**src/rtl/writeback_regfile.sv**
```systemverilog
// Writeback stage and architectural register file.
// Selects the MEM/WB result, commits it to the register array, serves two
// asynchronous ID read ports with optional same-cycle bypass, re-exports the
// committed write for forwarding and counts retired register writes.
module writeback_regfile #(
  parameter int unsigned DATA_W = 32,
  parameter int unsigned ADDR_W = 5,
  parameter int unsigned BYPASS = 1,
  parameter int unsigned CNT_W  = 32
) (
  input  logic              Clk,
  input  logic              Reset,
  input  logic              RegWriteIn,
  input  logic              MemToRegIn,
  input  logic [DATA_W-1:0] ALUResultIn,
  input  logic [DATA_W-1:0] ReadIn,
  input  logic [ADDR_W-1:0] InstrMuxIn,
  input  logic [ADDR_W-1:0] ReadReg1,
  input  logic [ADDR_W-1:0] ReadReg2,
  output logic [DATA_W-1:0] ReadData1,
  output logic [DATA_W-1:0] ReadData2,
  output logic [DATA_W-1:0] WBData,
  output logic [ADDR_W-1:0] WBRegAddr,
  output logic              WBWriteEn,
  output logic [CNT_W-1:0]  WriteCount
);

  localparam int unsigned Depth = 2 ** ADDR_W;

  logic [DATA_W-1:0] regs [Depth];

  // Writeback value select and effective commit enable; r0 and reset suppress the write.
  always_comb begin
    WBData    = MemToRegIn ? ReadIn : ALUResultIn;
    WBRegAddr = InstrMuxIn;
    WBWriteEn = RegWriteIn & (InstrMuxIn != '0) & Reset;
  end

  // Register array: reset clears every entry so no unwritten register reads as X.
  always_ff @(posedge Clk) begin
    if (!Reset) begin
      for (int unsigned i = 0; i < Depth; i++) begin
        regs[i] <= '0;
      end
    end else if (WBWriteEn) begin
      regs[InstrMuxIn] <= WBData;
    end
  end

  // Retired-write counter, saturating at all-ones.
  always_ff @(posedge Clk) begin
    if (!Reset) begin
      WriteCount <= '0;
    end else if (WBWriteEn && (WriteCount != {CNT_W{1'b1}})) begin
      WriteCount <= WriteCount + CNT_W'(1);
    end
  end

  // Read port 1: r0 is always zero, bypass wins over stored value when enabled.
  always_comb begin
    ReadData1 = '0;
    if (ReadReg1 != '0) begin
      if ((BYPASS != 0) && WBWriteEn && (ReadReg1 == InstrMuxIn)) begin
        ReadData1 = WBData;
      end else begin
        ReadData1 = regs[ReadReg1];
      end
    end
  end

  // Read port 2: resolved independently of port 1.
  always_comb begin
    ReadData2 = '0;
    if (ReadReg2 != '0) begin
      if ((BYPASS != 0) && WBWriteEn && (ReadReg2 == InstrMuxIn)) begin
        ReadData2 = WBData;
      end else begin
        ReadData2 = regs[ReadReg2];
      end
    end
  end

endmodule

```
**config.mk**
```make
export PLATFORM = sky130hd
export DESIGN_NAME = writeback_regfile
export DESIGN_NICKNAME = d
export VERILOG_FILES = /design/src/rtl/writeback_regfile.sv
export SDC_FILE = /design/constraint.sdc
export NUM_CORES = 2
export LEC_CHECK = 0
export ABC_AREA = 1
export ABC_CLOCK_PERIOD_IN_PS = 3310
export CORE_AREA = 5 5 457 459
export CTS_CLUSTER_DIAMETER = 150
export DETAILED_ROUTE_END_ITERATION = 12
export DIE_AREA = 0 0 462 464
export PLACE_DENSITY = 0.48
export SETUP_SLACK_MARGIN = 0.05
export SLEW_MARGIN = 20
export SYNTH_ARGS = -nofsm -noshare
export SYNTH_HDL_FRONTEND = slang
export SYNTH_SLANG_ARGS = --single-unit
export TNS_END_PERCENT = 1
```
**constraint.sdc**
```tcl
create_clock -name Clk -period 3.31 [get_ports Clk]
set_clock_uncertainty 0.05 [all_clocks]
set_input_delay 0.993 -clock Clk [delete_from_list [all_inputs] [get_ports Clk]]
set_output_delay 0.993 -clock Clk [all_outputs]
set_load 0.01 [all_outputs]
```
==> results.sh <==
export IMPL_status="complete, but fails checks"
export IMPL_violations="setup timing"
export IMPL_fp_coreArea_mm2=0.204
export IMPL_placed_cell_area_mm2=0.0723
export IMPL_areaGrowthSynthToFinish_pct=26.6
export IMPL_final_cell_area_mm2=0.0771
export IMPL_grt_use_total_pct=23.7
export IMPL_leakagePower_nw=33.0
export IMPL_die_h_um=464
export IMPL_fmax_mhz=252
export IMPL_fin_setup_tns_ns=-34.22
export IMPL_gr_total_overflow=0
export IMPL_clockRootBuffer="clkbuf_16"
export IMPL_powerDensity_mw_per_mm2=453
export IMPL_drt_first_pass_iters=6
export IMPL_postSynthAreaPerCell_um2=7.82
export IMPL_drive_above_1_share_pct=14.9
export IMPL_mostFrequentLayoutCell="nand2_1"
export IMPL_syn_inst=7782
export IMPL_setup_viol=71
export IMPL_crit_fanout=47
export IMPL_rows=166
export IMPL_cts_sinks=1056
export IMPL_rsz0062_at_grt="true"
export IMPL_routed_wl_um=267000
export IMPL_finalHoldViolations=0
export IMPL_grt_pass1_vias=54800
export IMPL_initial_core_util_pct=29.9
export IMPL_gp_congestion=0.930
export IMPL_nets=8348
export IMPL_ys_ff_latch=1056
export IMPL_final_core_util_pct=37.8
export IMPL_antenna_found_initial=15
export IMPL_hpwl_um=187000
export IMPL_yosysSeqAreaShare_pct=51.5
export IMPL_final_cell_mix="nand2_1 (1,453), nor2_1 (1,267), edfxtp_1 (1,024), nand3_1 (905), inv_1 (851)"
export IMPL_io_buffers=216
export IMPL_multi_input_area_mm2=0.0241
export IMPL_synth_distinct_cells=34
export IMPL_setup_ws_ns=-0.653
export IMPL_nFillCells=20800
export IMPL_synthFlopType="edfxtp_1"
export IMPL_maxSlewHeadroom_pct=57.4
export IMPL_die_area_mm2=0.214
export IMPL_clk_pin_slew_ns=0.06
export IMPL_path_class="input port to output port"
export IMPL_seqCellArea_mm2=0.0314
export IMPL_finalMaxSlewViolations=0
export IMPL_vias=57600
export IMPL_cp_arrival_ns=2.92
export IMPL_grt_pass1_wl_um=378000
export IMPL_tightest_slew_ns=0.636
export IMPL_ir_worst_vdd_uv=360
export IMPL_layout_min_cycle_time_ns=3.96
export IMPL_io_pins=217
export IMPL_h_tree_depth=3
export IMPL_grt_start_max_net_pins=63
export IMPL_viasPerCell=5.21
export IMPL_cp_start_kind="input port"
export IMPL_crit_path_end_kind="output port"
export IMPL_clkLatencyLatePin_ns=0.74
export IMPL_yosysWarnings=0
export IMPL_die_w_um=462
export IMPL_maxCapViolCount=0
export IMPL_min_path_type="flop to flop"
export IMPL_cts_made_buffers=119
export IMPL_cts_tree="built"
export IMPL_synth_edf_count=1024
export IMPL_syn_area_mm2=0.0609
export IMPL_fin_crit_sh_pct=120
export IMPL_clock_path_buffers=3
export IMPL_drc=0
export IMPL_synthArstFlopShare_pct=0
export IMPL_wl_per_cell_um=24.1
export IMPL_required_ns=2.27
export IMPL_postRouteAntennaNets=0
export IMPL_drt_iter0_drc=6517
[metrics by stage]
| stage | power (mW) | setup slack (ns) | hold slack (ns) | std cells |
|---|---|---|---|---|
| 3_5_place_dp | 22.2 | -1.15 | 0.446 | 10800 |
| 5_1_grt | 36.1 | -0.709 | 0.488 | 11100 |
| 6_report | 34.9 | -0.653 | 0.459 | 11100 |
| 3_3_place_gp | 22.2 | -1.16 | 0.434 | 10800 |
| 4_1_cts | 34.9 | -0.741 | 0.456 | 11000 |
| 2_1_floorplan | 18.8 | 0.0550 | 0.460 | 7813 |
[final timing paths]
| check | startpoint | endpoint | slack, ns | cells after the start |
|---|---|---|---|---|
| max | ReadReg1[0] | ReadData1[13] | -0.65 | 13 |
| min | WriteCount[1] | WriteCount[1] | 0.46 | 2 |
| max reg2reg | WriteCount[0] | WriteCount[0] | 1.12 | 10 |
| min reg2reg | WriteCount[1] | WriteCount[1] | 0.46 | 2 |
[report_power, final]
part / switching (mW) / internal (mW) / leakage, nW
clock: 5.76 / 7.06 / 1.78
sequential: 0.282 / 15.4 / 10.0
combinational: 4.21 / 2.28 / 21.3
[repair_timing]
| action | 4_1_cts | 5_1_grt |
|---|---|---|
| setup buffers | 2 | 8 |
| hold buffers | 0 | 0 |
| gates resized for setup | 335 | 193 |
| setup endpoints to repair | 99 | 90 |
| pin swaps | 13 | 14 |
| cloned | 1 | 18 |
[synth_stat cells, drive strengths merged (11+ instances only)]
library cell	number	area (µm²)
nor2	1290	4850
nor3	19	123
or2	16	100
o21ai	645	3230
clkbuf	307	1150
edfxtp	1024	30700
o211ai	148	1160
nand2	1541	5790
dfxtp	32	641
nand3	912	4560
buf	358	2000
xnor2	11	96.3
xor2	13	114
inv	867	3250
a21oi	578	2890
[state kept, by name, indices dropped and copies added, names as in the netlist]
signal	count
WriteCount	32
regs	1024
[layer usage]
metal | wire length [µm] | GRT usage (%) | part of all wire (%) | up-vias
met3 | 20900 | 3.39 | 7.9 | 547
met2 | 122000 | 37.8 | 46 | 2781
met5 | 51 | 0 | 0.019 | -
li1 | - | - | - | 26500
met4 | 14400 | 11.8 | 5.4 | 8
met1 | 109000 | 31.4 | 41 | 27800
[cell families after synthesis]
family                     after synthesis  share of synthesized area (%)
other                                    1                        0.00616
AOI/OAI and AO/OA                     1379                           12.1
xor gates and xnor gates                24                          0.345
buffers and inverters                 1532                           10.5
and+or+nand+nor                       3789                           25.5
DFF                                   1056                           51.5
adders and majority gates                1                         0.0205
[critical path, cell delays in order]
cell	delay [ns]
buf_16	0.17
buf_12	0.27
buf_4	0.20
nor2_1	0.05
nor2_1	0.10
nor2_1	0.05
nor2_1	0.23
nand2_2	0.20
nand3_1	0.13
buf_4	0.11
nand2_1	0.04
inv_1	0.04
dlygate4sd2_1	0.26
[layout make-up]
type                    count  area share (%)
inverters                 867            4.32
diodes                      3         0.00974
clock inverters            67           0.592
multi-input cells        5225            31.2
repair buffers            995            14.7
well taps                2688            4.36
clock buffers             152            4.09
flip-flops and latches   1056            40.7
No activity file was read; power rests on OpenSTA's default activity.
